File: src/rtl/cpu_clk_pkg.sv
`default_nettype none
// ============================================================================
//  Module      : cpu_clk_pkg
//  Description : Shared state encoding and default constants for the CPU
//                clock-enable controller.
//  Revision    : 1.0  initial release
// ============================================================================
package cpu_clk_pkg;

  // Controller states: free-run, single step, or stopped
  typedef enum logic [1:0] {
    ST_HALTED = 2'd0,
    ST_RUN    = 2'd1,
    ST_STEP   = 2'd2
  } state_t;

  // 100 MHz / 10 gives a 10 MHz effective core rate
  localparam int DIV_DEF = 10;
  // 10 ms of stability at 100 MHz before a button/switch change is accepted
  localparam int DEB_DEF = 1000000;

endpackage
`default_nettype wire

File: src/rtl/cpu_clk_ctrl_if.sv
`default_nettype none
// ============================================================================
//  Module      : cpu_clk_ctrl_if
//  Description : Board/core-facing signal bundle of the CPU clock-enable
//                controller. master = board and core side, slave = controller.
//  Revision    : 1.0  initial release
// ============================================================================
interface cpu_clk_ctrl_if #(
  parameter int CNT_W = 32
);
  logic             btn_step;
  logic             sw_run;
  logic             halt_req;
  logic             cpu_ce;
  logic             running;
  logic             halted;
  logic [CNT_W-1:0] cycle_count;

  modport master (
    output btn_step, sw_run, halt_req,
    input  cpu_ce, running, halted, cycle_count
  );

  modport slave (
    input  btn_step, sw_run, halt_req,
    output cpu_ce, running, halted, cycle_count
  );
endinterface
`default_nettype wire

File: src/rtl/cpu_clk_ctrl_debounce.sv
`default_nettype none
// ============================================================================
//  Module      : cpu_clk_ctrl_debounce
//  Description : Two-flop synchronizer followed by a stability counter. The
//                output follows the synchronized input only after it has
//                differed from the output for DEB_CYCLES consecutive cycles.
//  Revision    : 1.0  initial release
// ============================================================================
module cpu_clk_ctrl_debounce
  import cpu_clk_pkg::*;
#(
  parameter int DEB_CYCLES = DEB_DEF
) (
  input  logic clk_100MHz,
  input  logic reset,
  input  logic raw,
  output logic db
);

  localparam int CW = (DEB_CYCLES > 1) ? $clog2(DEB_CYCLES + 1) : 1;
  localparam logic [CW-1:0] LAST = CW'(DEB_CYCLES - 1);

  logic          sync1;
  logic          sync2;
  logic [CW-1:0] cnt;

  // Bring the asynchronous raw input into the clk_100MHz domain
  always_ff @(posedge clk_100MHz or posedge reset) begin
    if (reset) begin
      sync1 <= 1'b0;
      sync2 <= 1'b0;
    end else begin
      sync1 <= raw;
      sync2 <= sync1;
    end
  end

  // Count consecutive disagreeing cycles; accept the new level on the last one
  always_ff @(posedge clk_100MHz or posedge reset) begin
    if (reset) begin
      cnt <= '0;
      db  <= 1'b0;
    end else if (sync2 != db) begin
      if (cnt == LAST) begin
        cnt <= '0;
        db  <= sync2;
      end else begin
        cnt <= cnt + CW'(1);
      end
    end else begin
      cnt <= '0;
    end
  end

endmodule
`default_nettype wire

File: src/rtl/cpu_clk_ctrl.sv
`default_nettype none
// ============================================================================
//  Module      : cpu_clk_ctrl
//  Description : Generates the RV32I core clock-enable from clk_100MHz with
//                free-run, single-step and core-requested halt, plus status
//                LEDs and a count of issued enables.
//  Revision    : 1.0  initial release
// ============================================================================
module cpu_clk_ctrl
  import cpu_clk_pkg::*;
#(
  parameter int DIV        = DIV_DEF,
  parameter int DEB_CYCLES = DEB_DEF,
  parameter int CNT_W      = 32
) (
  input  logic          clk_100MHz,
  input  logic          reset,
  cpu_clk_ctrl_if.slave bus
);

  localparam int             DIV_W = (DIV > 1) ? $clog2(DIV) : 1;
  localparam logic [DIV_W-1:0] DIV_LAST = DIV_W'(DIV - 1);

  logic             step_db;
  logic             run_db;
  logic             step_db_q;
  logic             step_pulse;
  logic [DIV_W-1:0] div_cnt;
  logic             tick;
  logic             cpu_halt_lock;
  logic             lock_set;
  logic             ce_next;
  logic             cpu_ce;
  logic             running;
  logic             halted;
  logic [CNT_W-1:0] cycle_count;
  state_t           state;
  state_t           state_next;

  cpu_clk_ctrl_debounce #(.DEB_CYCLES(DEB_CYCLES)) u_step_db (
    .clk_100MHz (clk_100MHz),
    .reset      (reset),
    .raw        (bus.btn_step),
    .db         (step_db)
  );

  cpu_clk_ctrl_debounce #(.DEB_CYCLES(DEB_CYCLES)) u_run_db (
    .clk_100MHz (clk_100MHz),
    .reset      (reset),
    .raw        (bus.sw_run),
    .db         (run_db)
  );

  // A held button yields a single step: only the rising edge counts
  assign step_pulse = step_db & ~step_db_q;
  assign tick       = (div_cnt == DIV_LAST);

  // Remember the previous debounced step level for edge detection
  always_ff @(posedge clk_100MHz or posedge reset) begin
    if (reset) step_db_q <= 1'b0;
    else       step_db_q <= step_db;
  end

  // Free-running divider, independent of controller state
  always_ff @(posedge clk_100MHz or posedge reset) begin
    if (reset)     div_cnt <= '0;
    else if (tick) div_cnt <= '0;
    else           div_cnt <= div_cnt + DIV_W'(1);
  end

  // Core-requested halt latches until the run switch is seen off
  always_ff @(posedge clk_100MHz or posedge reset) begin
    if (reset)         cpu_halt_lock <= 1'b0;
    else if (!run_db)  cpu_halt_lock <= 1'b0;
    else if (lock_set) cpu_halt_lock <= 1'b1;
  end

  // State register
  always_ff @(posedge clk_100MHz or posedge reset) begin
    if (reset) state <= ST_HALTED;
    else       state <= state_next;
  end

  // Next-state and enable decision; run beats a simultaneous step in HALTED
  always_comb begin
    state_next = state;
    ce_next    = 1'b0;
    lock_set   = 1'b0;
    case (state)
      ST_HALTED: begin
        if (run_db && !cpu_halt_lock) state_next = ST_RUN;
        else if (step_pulse)          state_next = ST_STEP;
      end
      ST_RUN: begin
        if (bus.halt_req) begin
          state_next = ST_HALTED;
          lock_set   = 1'b1;
        end else begin
          ce_next = tick;
          if (!run_db) state_next = ST_HALTED;
        end
      end
      ST_STEP: begin
        if (tick) begin
          ce_next    = 1'b1;
          state_next = ST_HALTED;
        end
      end
      default: state_next = ST_HALTED;
    endcase
  end

  // Registered enable, status decodes and enable counter
  always_ff @(posedge clk_100MHz or posedge reset) begin
    if (reset) begin
      cpu_ce      <= 1'b0;
      running     <= 1'b0;
      halted      <= 1'b1;
      cycle_count <= '0;
    end else begin
      cpu_ce  <= ce_next;
      running <= (state_next == ST_RUN);
      halted  <= (state_next == ST_HALTED);
      if (ce_next) cycle_count <= cycle_count + CNT_W'(1);
    end
  end

  assign bus.cpu_ce      = cpu_ce;
  assign bus.running     = running;
  assign bus.halted      = halted;
  assign bus.cycle_count = cycle_count;

endmodule
`default_nettype wire

File: src/flat_wrapper.sv
// flat-port wrapper written by rule: the top's interface ports become plain ports
module cpu_clk_ctrl_flat import cpu_clk_pkg::*;
#(
  parameter int DIV        = DIV_DEF,
  parameter int DEB_CYCLES = DEB_DEF,
  parameter int CNT_W      = 32
)
  (clk_100MHz, reset, bus_btn_step, bus_sw_run, bus_halt_req, bus_cpu_ce, bus_running, bus_halted, bus_cycle_count);
  cpu_clk_ctrl_if #(.CNT_W(CNT_W)) bus_i ();
  input  logic clk_100MHz;
  input  logic reset;
  input wire logic [$bits(bus_i.btn_step)-1:0] bus_btn_step;
  input wire logic [$bits(bus_i.sw_run)-1:0] bus_sw_run;
  input wire logic [$bits(bus_i.halt_req)-1:0] bus_halt_req;
  output wire logic [$bits(bus_i.cpu_ce)-1:0] bus_cpu_ce;
  output wire logic [$bits(bus_i.running)-1:0] bus_running;
  output wire logic [$bits(bus_i.halted)-1:0] bus_halted;
  output wire logic [$bits(bus_i.cycle_count)-1:0] bus_cycle_count;
  assign bus_i.btn_step = bus_btn_step;
  assign bus_i.sw_run = bus_sw_run;
  assign bus_i.halt_req = bus_halt_req;
  assign bus_cpu_ce = bus_i.cpu_ce;
  assign bus_running = bus_i.running;
  assign bus_halted = bus_i.halted;
  assign bus_cycle_count = bus_i.cycle_count;
  cpu_clk_ctrl #(.DIV(DIV), .DEB_CYCLES(DEB_CYCLES), .CNT_W(CNT_W)) u_core (.clk_100MHz(clk_100MHz), .reset(reset), .bus(bus_i));
endmodule
File: config.mk
export PLATFORM = sky130hd
export DESIGN_NAME = cpu_clk_ctrl_flat
export DESIGN_NICKNAME = d
export VERILOG_FILES = /design/src/rtl/cpu_clk_pkg.sv /design/src/rtl/cpu_clk_ctrl_if.sv /design/src/rtl/cpu_clk_ctrl_debounce.sv /design/src/rtl/cpu_clk_ctrl.sv /design/src/flat_wrapper.sv
export SDC_FILE = /design/constraint.sdc
export NUM_CORES = 1
export LEC_CHECK = 0
export CORE_MARGIN = 2
export CORE_UTILIZATION = 30
export CTS_BUF_LIST = sky130_fd_sc_hd__clkbuf_16
export DETAILED_ROUTE_END_ITERATION = 8
export GPL_TIMING_DRIVEN = 0
export RECOVER_POWER = 50
export SYNTH_ARGS = -nofsm -noshare
export SYNTH_HDL_FRONTEND = slang
export SYNTH_HIERARCHICAL = 1
export SYNTH_SLANG_ARGS = --single-unit
File: constraint.sdc
create_clock -name clk_100MHz -period 4.9 [get_ports clk_100MHz]
set_input_delay 1.225 -clock clk_100MHz [delete_from_list [all_inputs] [get_ports clk_100MHz]]
set_output_delay 1.225 -clock clk_100MHz [all_outputs]
set_load 0.02 [all_outputs]
==> flow_metrics.env <==
export IMPL_nNetsFinal=446
export IMPL_drive_gt1_share_pct=8.43
export IMPL_fin_worst_skew_ns=0.00620
export IMPL_fmax_mhz=341
export IMPL_grt_pass1_vias=3051
export IMPL_cts_root_buf="clkbuf_16"
export IMPL_cts_max_path_buffers=2
export IMPL_grt_pass1_wl_microns=14600
export IMPL_crit_type="reg -> reg"
export IMPL_critPathSlowestCell="o41ai_1"
export IMPL_use_met3_pct=4.09
export IMPL_finalPower_mw=1.41
export IMPL_antenna_left=0
export IMPL_drc_errors=0
export IMPL_ir_drop_mv=0.179
export IMPL_io_pins=40
export IMPL_hold_viol_final=0
export IMPL_fp_row_count=43
export IMPL_drtPass1Iterations=4
export IMPL_period_share_pct=59.8
export IMPL_slowest_delay_ns=1.35
export IMPL_dieArea_sq_um=15100
export IMPL_hp_class="reg -> reg"
export IMPL_grt_busiest_layer="met2"
export IMPL_synth_top_area_share_pct=52.0
export IMPL_synthesis_area_sq_um=4230
export IMPL_path_cells="nor4b_1 > nand2_1 > o41ai_1 > clkbuf_1 > nor2_1"
export IMPL_status="finished with violations"
export IMPL_cts_tree="yes"
export IMPL_chipWidth_microns=123
export IMPL_synth_area_leaders="dfrtp_1 (52%), xnor2_1 (7.4%), xor2_1 (4.6%)"
export IMPL_numCtsBuffers=9
export IMPL_max_slew_margin_rel_pct=-11.7
export IMPL_first_iter_violations=142
export IMPL_synth_avg_cell_area_sq_um=11.1
export IMPL_setup_viol=0
export IMPL_die_h_microns=123
export IMPL_synthToLayoutAreaGrowth_pct=20.5
export IMPL_fillerInstances=1346
export IMPL_tightest_slew_ns=1.65
export IMPL_start_util_pct=30.6
export IMPL_rsz0062_at_grt="no"
export IMPL_diodes=0
export IMPL_yosysWarnings=6
export IMPL_p_per_area_nw_per_um2=276
export IMPL_wl_per_cell_microns=13.5
export IMPL_clkSlewWorstSetupHoldPaths_ns=0.06
export IMPL_clock_sinks=89
export IMPL_cp_num_buf_inv=1
export IMPL_grt_overflow_total=0
export IMPL_grt_antenna_before_repair=0
export IMPL_cp_max_fo=10
export IMPL_yosys_area_top_type="dfrtp_1"
export IMPL_crit_required_ns=5.10
export IMPL_failed_checks="capacitance limit, slew limit"
export IMPL_drt_total_wl_microns=8350
export IMPL_synthCells=383
export IMPL_grt_max_degree=43
export IMPL_clkLatencyLatePin_ns=0.34
export IMPL_cts_setup_buffers=0
export IMPL_synth_nets=395
export IMPL_end_kind="flop"
export IMPL_num_vias=3024
export IMPL_portBuffers=39
export IMPL_period_needed_ns=2.93
export IMPL_globalRouteTotalUtil_pct=12.2
export IMPL_ys_seq_area_share_pct=52.6
export IMPL_cap_violations=2
export IMPL_cts_resized=0
export IMPL_placeableCoreArea_sq_um=13800
export IMPL_hold_buffers=0
export IMPL_grt_use_met2_pct=19.6
export IMPL_grtUsageMet1_pct=15.7
export IMPL_p_leak_nw=2.16
export IMPL_place_hpwl_microns=5920
export IMPL_gp_routability_congestion=0.770
export IMPL_finalMaxSlewViolations=22
export IMPL_viasPerCell=4.89
export IMPL_ys_types=41
export IMPL_h_tree_depth=3
export IMPL_cp_start_kind="flop"
export IMPL_cp_top_family="compound AO/OA/AOI/OAI gates"
export IMPL_ys_ff_latch=89
export IMPL_cp_arrival_ns=3.14
export IMPL_setup_tns_final_ns=0
-- cell families (layout without fill, tap and decap cells) --
group	Yosys count	after routing	share of synthesized area (%)
AND/OR/NAND/NOR	170	170	24.0
adder cells (fa/ha/maj)	7	7	2.07
AO/OA/AOI/OAI	39	39	6.68
multiplexers	4	4	1.03
buffers and inverters	16	72	1.60
XOR/XNOR	58	58	12.0
flip-flops	89	89	52.6
-- cells in the mapped netlist --
cell type   n
dfrtp_1    88
xnor2_1    36
nor2_1     33
nand2_1    30
nand3_1    28
xor2_1     22
a21oi_1    15
and3_1     15
o21ai_0    12
nand4_1    11
inv_1      10
or3_1      10
and4_1      9
ha_1        7
buf_2       6
or4_1       6
nor4_1      4
nor4_4      4
nor4b_1     4
o31ai_1     4
and2_1      3
mux2_2      3
nand3_4     2
nand4b_1    2
nor2b_1     2
o41ai_4     2
a21boi_0    1
a22o_1      1
a31o_2      1
and2b_1     1
and4_2      1
and4bb_2    1
dfstp_2     1
mux2i_1     1
nand2b_1    1
nand4_2     1
nor3_1      1
o211ai_1    1
o211ai_4    1
o2bb2ai_1   1
or2_2       1
-- cells in the final DEF, fill, tap and decap left out, drive strengths merged, types with 7 or more instances in the layout --
cell / count
nor4: 8
clkbuf: 10
clkdlybuf4s50: 35
ha: 7
nand4: 12
xnor2: 36
or3: 10
and4: 10
nand2: 30
o21ai: 12
xor2: 22
nand3: 30
dfrtp: 88
a21oi: 15
and3: 15
nor2: 33
inv: 10
-- registers in the layout, indices dropped and copies added, names as in the netlist --
signal	flops
u_core/bus.cpu_ce	1
u_core/bus.cycle_count	32
u_core/bus.halted	1
u_core/bus.running	1
u_core/cpu_halt_lock	1
u_core/div_cnt	4
u_core/state	2
u_core/step_db_q	1
u_core/u_run_db/cnt	20
u_core/u_run_db/db	1
u_core/u_run_db/sync1	1
u_core/u_run_db/sync2	1
u_core/u_step_db/cnt	20
u_core/u_step_db/db	1
u_core/u_step_db/sync1	1
u_core/u_step_db/sync2	1
-- layer usage --
metal / up-vias / part of all wire, %
li1: 1455 / -
met1: 1496 / 46
met2: 67 / 48
met3: 6 / 4.6
met4: 0 / 0.95
met5: - / 0
-- through the flow --
stage | instances | area, sq um | worst slack [ns] | hold slack [ns] | util, %
after detailed placement | 603 | 4870 | 1.73 | 0.335 | 35.2
after global placement | 602 | 4850 | 1.64 | 0.335 | 35.1
after global routing | 619 | 5100 | 1.74 | 0.370 | 36.9
final | 619 | 5100 | 1.97 | 0.348 | 36.9
after CTS | 619 | 5140 | 2.08 | 0.350 | 37.2
after floorplan | 383 | 4230 | 2.46 | 0.331 | -
-- cell type report --
cell class              count  area, sq um  share of cell area [%]
clock buffers               9          225                    4.41
flip-flops and latches     89         2230                    43.7
multi-input cells         278         1900                    37.2
clock inverters             7         47.5                   0.932
plain buffers               6         28.8                   0.564
repair buffers             40          410                    8.04
well taps                 180          225                    4.41
inverters                  10         37.5                   0.736
-- where the power goes --
| group | switching, mW | leakage, nW | total (mW) | internal [mW] |
|---|---|---|---|---|
| logic | 0.0239 | 0.828 | 0.0330 | 0.00913 |
| clock network | 0.288 | 0.121 | 0.630 | 0.341 |
| registers | 0.00469 | 1.21 | 0.745 | 0.740 |
-- worst paths after layout --
path | start | endpoint | slack [ns] | cells after the start
worst max-delay path | u_core/u_run_db/cnt[12] | u_core/u_run_db/cnt[8] | 1.97 | 5
worst min-delay path | u_core/u_step_db/sync1 | u_core/u_step_db/sync2 | 0.35 | 0
worst max register to register | u_core/u_run_db/cnt[12] | u_core/u_run_db/cnt[8] | 1.97 | 5
worst min register to register | u_core/u_step_db/sync1 | u_core/u_step_db/sync2 | 0.35 | 0
max in group asynchronous | reset | u_core/u_run_db/cnt[13] | 2.81 | 2
min in group asynchronous | reset | u_core/step_db_q | 1.26 | 2
No activity file was read; power rests on OpenSTA's default activity.
